==> config.mk <==
export PLATFORM = sky130hd
export DESIGN_NAME = pc_stack_unit
export DESIGN_NICKNAME = d
export VERILOG_FILES = /design/src/rtl/pc_stack_unit.sv
export SDC_FILE = /design/constraint.sdc
export NUM_CORES = 1
export LEC_CHECK = 0
export CORE_UTILIZATION = 58
export DETAILED_ROUTE_END_ITERATION = 10
export PLACE_DENSITY = 0.89
export SYNTH_ARGS = -nofsm -noshare
export SYNTH_HDL_FRONTEND = slang
export SYNTH_SLANG_ARGS = --single-unit
==> constraint.sdc <==
create_clock -name clk -period 6 [get_ports clk]
set_clock_uncertainty 0.15 [all_clocks]
set_input_delay 1.2 -clock clk [delete_from_list [all_inputs] [get_ports clk]]
set_output_delay 1.2 -clock clk [all_outputs]
set_load 0.005 [all_outputs]
==> src/rtl/pc_stack_unit.sv <==
// pc_stack_unit: program counter for the fetch stage with absolute jump,
// sequential advance, signed relative branch, call/return through a small
// register-based return-address stack, and sticky stack-error flags.

// One return-address register. It has no reset because stale contents are
// never visible: depth alone decides which entries are live.
module pc_stack_entry #(
    parameter int WIDTH = 8
) (
    input  logic             clk,
    input  logic             we,
    input  logic [WIDTH-1:0] d,
    output logic [WIDTH-1:0] q
);

    // Capture the pushed return address; otherwise hold.
    always_ff @(posedge clk) begin
        if (we) q <= d;
    end

endmodule

module pc_stack_unit #(
    parameter int               WIDTH        = 8,
    parameter int               STACK_DEPTH  = 4,
    parameter logic [WIDTH-1:0] RESET_VECTOR = '0,
    localparam int              DW           = $clog2(STACK_DEPTH + 1)
) (
    input  logic             clk,
    input  logic             reset,
    input  logic             latch,
    input  logic             inc,
    input  logic             branch,
    input  logic             call,
    input  logic             ret,
    input  logic             clr_err,
    input  logic [WIDTH-1:0] data,
    input  logic [WIDTH-1:0] offset,
    output logic [WIDTH-1:0] pc_out,
    output logic [DW-1:0]    depth,
    output logic             stack_full,
    output logic             stack_empty,
    output logic             ovf_err,
    output logic             unf_err
);

    // The single command that wins this cycle.
    typedef enum logic [2:0] {
        OP_NONE,
        OP_RET,
        OP_CALL,
        OP_LATCH,
        OP_BRANCH,
        OP_INC
    } op_t;

    // Decoded per-cycle action; everything downstream works from this.
    typedef struct packed {
        op_t              op;
        logic             push;
        logic             pop;
        logic             ovf_ev;
        logic             unf_ev;
        logic [WIDTH-1:0] pc_nxt;
        logic [DW-1:0]    depth_nxt;
    } act_t;

    logic [STACK_DEPTH-1:0][WIDTH-1:0] stk_q;
    logic [STACK_DEPTH-1:0]            stk_we;
    logic [WIDTH-1:0]                  ret_addr;
    logic [WIDTH-1:0]                  pc_plus1;
    op_t                               op;
    act_t                              act;

    assign stack_full  = (depth == DW'(STACK_DEPTH));
    assign stack_empty = (depth == '0);
    assign pc_plus1    = pc_out + WIDTH'(1);

    // Priority select: ret > call > latch > branch > inc. Reset is handled in
    // the register process, so a reset cycle never decodes a command.
    always_comb begin
        op = OP_NONE;
        if (reset)       op = OP_NONE;
        else if (ret)    op = OP_RET;
        else if (call)   op = OP_CALL;
        else if (latch)  op = OP_LATCH;
        else if (branch) op = OP_BRANCH;
        else if (inc)    op = OP_INC;
    end

    // Read the top-of-stack entry (index depth-1); zero when empty.
    always_comb begin
        ret_addr = '0;
        for (int i = 0; i < STACK_DEPTH; i++) begin
            if (depth == DW'(i + 1)) ret_addr = stk_q[i];
        end
    end

    // Next pc/depth and error events. A call on a full stack and a ret on an
    // empty stack are complete no-ops apart from raising their flag.
    always_comb begin
        act           = '0;
        act.op        = op;
        act.pc_nxt    = pc_out;
        act.depth_nxt = depth;
        unique case (op)
            OP_RET: begin
                if (stack_empty) begin
                    act.unf_ev = 1'b1;
                end else begin
                    act.pop       = 1'b1;
                    act.pc_nxt    = ret_addr;
                    act.depth_nxt = depth - DW'(1);
                end
            end
            OP_CALL: begin
                if (stack_full) begin
                    act.ovf_ev = 1'b1;
                end else begin
                    act.push      = 1'b1;
                    act.pc_nxt    = data;
                    act.depth_nxt = depth + DW'(1);
                end
            end
            OP_LATCH:  act.pc_nxt = data;
            // Two's-complement add wraps naturally at WIDTH bits.
            OP_BRANCH: act.pc_nxt = pc_out + offset;
            OP_INC:    act.pc_nxt = pc_plus1;
            default:   ;
        endcase
    end

    // Only the entry at the current depth is written on a push.
    always_comb begin
        stk_we = '0;
        for (int i = 0; i < STACK_DEPTH; i++) begin
            stk_we[i] = act.push && (depth == DW'(i));
        end
    end

    // Return-address storage, one register per entry.
    for (genvar g = 0; g < STACK_DEPTH; g++) begin : g_stk
        pc_stack_entry #(.WIDTH(WIDTH)) u_entry (
            .clk (clk),
            .we  (stk_we[g]),
            .d   (pc_plus1),
            .q   (stk_q[g])
        );
    end

    // pc and depth registers; reset drops the whole stack by zeroing depth.
    always_ff @(posedge clk) begin
        if (reset) begin
            pc_out <= RESET_VECTOR;
            depth  <= '0;
        end else begin
            pc_out <= act.pc_nxt;
            depth  <= act.depth_nxt;
        end
    end

    // Sticky error flags: a new event beats a simultaneous clear.
    always_ff @(posedge clk) begin
        if (reset) begin
            ovf_err <= 1'b0;
            unf_err <= 1'b0;
        end else begin
            ovf_err <= act.ovf_ev | (ovf_err & ~clr_err);
            unf_err <= act.unf_ev | (unf_err & ~clr_err);
        end
    end

endmodule
Yosys cells after proc, flatten, opt, wreduce, memory -nomap -nowiden --
Index checks and enable logic that the tools add are counted.
Word-level totals: bits in registers 45, bits of input ports 24
Operators by class: bitwise operators 5, add/subtract/negate cells 4, reduce and logical (&&, ||, !) cells 9, muxes and demuxes 20, equal/unequal tests 11
Operators by type and width (number):
- case mux 8 bit (5 select lines) | 1
- 2-to-1 mux 8 bit | 4
- 2-to-1 mux 11 bit | 2
- 2-to-1 mux 3 bit | 6
- == test 3 x 2 -> 1 bit, second input constant | 4
- == test 3 bit, second input constant | 3
- adder 8 x 1 -> 8 bit, second input constant | 1
- adder 8 bit | 1
- == test 3 x 1 -> 1 bit, second input constant | 2
- 2-to-1 mux 1 bit | 6
- case mux 3 bit (2 select lines) | 1
- AND reduction 3 bit | 2
- nonzero test 5 bit | 1
- logical AND 1 bit | 4
- != test 2 bit, second input constant | 2
- adder 3 x 1 -> 3 bit, second input constant | 1
- zero test 3 bit | 1
- subtractor 3 x 1 -> 3 bit, second input constant | 1
- bitwise AND 1 bit | 2
- OR 1 bit | 2
- nonzero test 2 bit | 1
- inverter 1 bit | 1

Longest topological paths before layout --
word-level depth 9, depth in mapped cells 9

Cells and area by module --
A second synthesis with hierarchy kept.
Unflattened totals: cells, all modules 242, area total of the unflattened synthesis 2567.5 um^2
By module, submodules not included:
- pc_stack_unit | area each 1606.5 um^2, instances 1, cells an instance 210
- pc_stack_entry | area each 240.2 um^2, instances 4, cells an instance 8

Least setup slack after synthesis --
OpenSTA, ideal clock, no wires.
path kind input to register, from input port offset[0], to register pc_out[4], path slack 3083 ps, required time 5719 ps, data arrival time 2635 ps, setup time 131 ps, path buffers 0, cell stages on the path 7, path through ha_1 -> fa_1 -> a21o_1 -> a21oi_1 -> xnor2_1 -> a222oi_1 -> a31oi_1
Between the ends: word-level cells in the longest chain between the ends 2
RTL lines:
- start, declared | RTL line 38 | input logic [WIDTH-1:0] offset,
- adder 8 bit | RTL line 127 | OP_BRANCH: act.pc_nxt = pc_out + offset;
- case mux 8 bit (5 select lines) | RTL line 106 | unique case (op)
- end signal, assigned | RTL line 157 | pc_out <= act.pc_nxt;
- end, declared | RTL line 39 | output logic [WIDTH-1:0] pc_out,
Every way passes these cells. A chain may end at the register's enable or synchronous reset.

Worst setup path after layout --
from register depth[1], to output port stack_full
Between the ends: word-level cells in the longest chain between the ends 1
RTL lines:
- start, declared | RTL line 40 | output logic [DW-1:0] depth,
- start signal, assigned | RTL line 158 | depth <= act.depth_nxt;
- == test 3 bit | RTL line 75 | assign stack_full = (depth == DW'(STACK_DEPTH));
- end, declared | RTL line 41 | output logic stack_full,
Every way passes these cells.

==> impl_metrics.env <==
export IMPL_relSlewSlack_pct=58.63
export IMPL_slowest_stage="clkdlybuf4s50_1"
export IMPL_root_buffer="clkbuf_8"
export IMPL_htreeDepth=2
export IMPL_vdd_drop_max_mv=0.1630
export IMPL_fmax_ghz=0.2758
export IMPL_cts_tree="built"
export IMPL_final_cells=327
export IMPL_start_util_pct=61.90
export IMPL_hold_viol_final=0
export IMPL_synth_area_top_cells="edfxtp_1 38%, dfxtp_1 10%, ha_1 6.9%"
export IMPL_rows=23
export IMPL_synthesis_nets=278
export IMPL_maxCapViolCount=0
export IMPL_rsz0062_at_grt="no"
export IMPL_run_status="finished clean"
export IMPL_finalSetupViolCount=0
export IMPL_vias_per_cell=6.138
export IMPL_ctsResizeCount=0
export IMPL_routedWlPerCell_um=16.50
export IMPL_ys_flop_type="edfxtp_1"
export IMPL_power_density_mw_per_mm2=265.7
export IMPL_drtIter0Drc=138
export IMPL_grt_usage_pct=25.40
export IMPL_synth_edff_count=32
export IMPL_cts_buffers=5
export IMPL_ys_seq_elements=45
export IMPL_first_pass_iters=4
export IMPL_die_area_sq_mm=0.004661
export IMPL_drc=0
export IMPL_synthArstFlopShare_pct=0
export IMPL_hold_path_class="flop to flop"
export IMPL_post_route_period_util_pct=60.44
export IMPL_port_buffers=38
export IMPL_cpPeakStageDelay_ns=0.56
export IMPL_ys_warn_count=0
export IMPL_min_period_ns=3.626
export IMPL_die_w_um=68.28
export IMPL_cts_setup_buffers=0
export IMPL_die_y_um=68.28
export IMPL_worstMarginPinSlew_ns=0.6182
export IMPL_slew_viol_final=0
export IMPL_core_area_sq_mm=0.004115
export IMPL_worstSkewPairLatency_ns=0.30
export IMPL_drive_gt1_share_pct=5.054
export IMPL_crit_buf_inv=3
export IMPL_path_clk_slew_ns=0.08
export IMPL_fin_total_pwr_w=0.0008023
export IMPL_dp_hpwl_um=4196
export IMPL_leakage_nw=1.100
export IMPL_ios=39
export IMPL_path_class="flop to primary output"
export IMPL_antenna_found_initial=0
export IMPL_ant_nets=0
export IMPL_required_ns=4.65
export IMPL_route_met3_wl_um=330
export IMPL_crit_top_cell="inv_1"
export IMPL_synth_largest_area_cell="edfxtp_1"
export IMPL_grt_pass1_vias=1821
export IMPL_critPathMaxFanout=11
export IMPL_wl_met2_um=2692
export IMPL_ys_types=53
export IMPL_nNetsFinal=315
export IMPL_synth_commonest_cells="32 x edfxtp_1, 19 x nand2_1, 18 x a21oi_1, 18 x nor2_1, 14 x ha_1"
export IMPL_syn_inst=239
export IMPL_clockBufferDepth=2
export IMPL_synth_area_sq_mm=0.002547
export IMPL_postRouteWirelength_um=5395
export IMPL_vias=2007
export IMPL_crit_chain="inv_1 -> ha_1 -> nand2_1 -> inv_1 -> clkdlybuf4s50_1"
export IMPL_placedCellCount=319
export IMPL_place_gp_congestion=0.8561
export IMPL_cts_sinks=45
export IMPL_grt_pass1_wl_um=8404
export IMPL_diodes=0
export IMPL_cp_end_kind="primary output"
export IMPL_crit_arrival_ns=2.28
export IMPL_area_growth_pct=18.52
export IMPL_wl_met1_um=2280
export IMPL_n_fill_cell=298
export IMPL_avgSynthCellArea_sq_um=10.66
export IMPL_cts_hold_buffers=0
export IMPL_synth_top_area_share_pct=37.72
export IMPL_overflow=0
export IMPL_synth_most_common_cell="edfxtp_1"
export IMPL_fin_tns_setup_ns=0
export IMPL_critPathTopFamily="buffers and inverters"
export IMPL_top_layer="met4"
export IMPL_grt_max_degree=17
export IMPL_crit_path_start_kind="flop"
export IMPL_yosysSeqAreaShare_pct=47.94
-- path summary, 6_finish.rpt --
kind,slack [ns],depth (start not counted),to,startpoint
min,0.37,2,ovf_err,ovf_err
max reg2reg,3.50,7,pc_out[7],depth[2]
max,2.37,5,stack_full,depth[1]
min reg2reg,0.37,2,ovf_err,ovf_err
-- registers in the layout, indices dropped and copies added, names as in the netlist --
signal,flops
ovf_err,1
depth,3
g_stk.u_entry.q,32
pc_out,8
unf_err,1
-- layout make-up --
| type | instances | area, sq um | area share [%] |
|---|---|---|---|
| Inverter | 10 | 37.54 | 1.243 |
| Multi-Input combinational cell | 176 | 1235 | 40.90 |
| Clock buffer | 6 | 72.57 | 2.404 |
| Sequential cell | 45 | 1221 | 40.45 |
| Timing Repair Buffer | 38 | 380.4 | 12.60 |
| Clock inverter | 2 | 10.01 | 0.3315 |
| Tap cell | 50 | 62.56 | 2.072 |
-- per-stage QoR --
stage	instance area, sq um	worst slack (ns)	util (%)	hold WS (ns)
after floorplan	2547	3.083	-	0.3563
after global placement	2937	2.544	71.36	0.3448
after detailed placement	2937	2.500	71.36	0.3614
after CTS	3019	2.418	73.37	0.3807
after global routing	3019	2.289	73.37	0.3973
final	3019	2.374	73.37	0.3739
-- placed cells by master (no fill, tap or decap), types with 6 or more instances in the layout --
cell | Yosys | routed
a21oi_1 | 18 | 18
clkdlybuf4s50_1 | 0 | 38
dfxtp_1 | 13 | 13
edfxtp_1 | 32 | 32
ha_1 | 14 | 14
inv_1 | 10 | 10
nand2_1 | 19 | 19
nand3_1 | 6 | 6
nor2_1 | 18 | 18
o21ai_0 | 10 | 10
xnor2_1 | 7 | 7
-- routing by layer --
metal	track usage, %	vias to the layer above
met5	0	-
met4	9.635	0
met3	4.667	10
met2	43.38	81
met1	31.69	935
li1	-	981
-- worst register-to-register path, cell delays in order (launching register included) --
cell	delay, ns
dfxtp_1	0.50
inv_1	0.17
ha_1	0.41
or2_1	0.36
a21oi_1	0.20
o22ai_1	0.13
a221o_1	0.38
a31oi_1	0.14
-- power by group --
| group | leakage, nW | internal, W | switching [W] |
|---|---|---|---|
| registers | 0.399 | 0.000361 | 0.0000227 |
| clock network | 0.0450 | 0.0000807 | 0.0000953 |
| logic | 0.656 | 0.000113 | 0.000130 |
-- cell families after synthesis --
logic type,synth area share [%]
mux,0.3929
compound gates,21.02
buf+inv,3.585
flops,47.94
fa+ha+maj,7.662
simple gates,15.28
xor+xnor,4.126
Note: power is estimated with default switching activity, not from simulation.
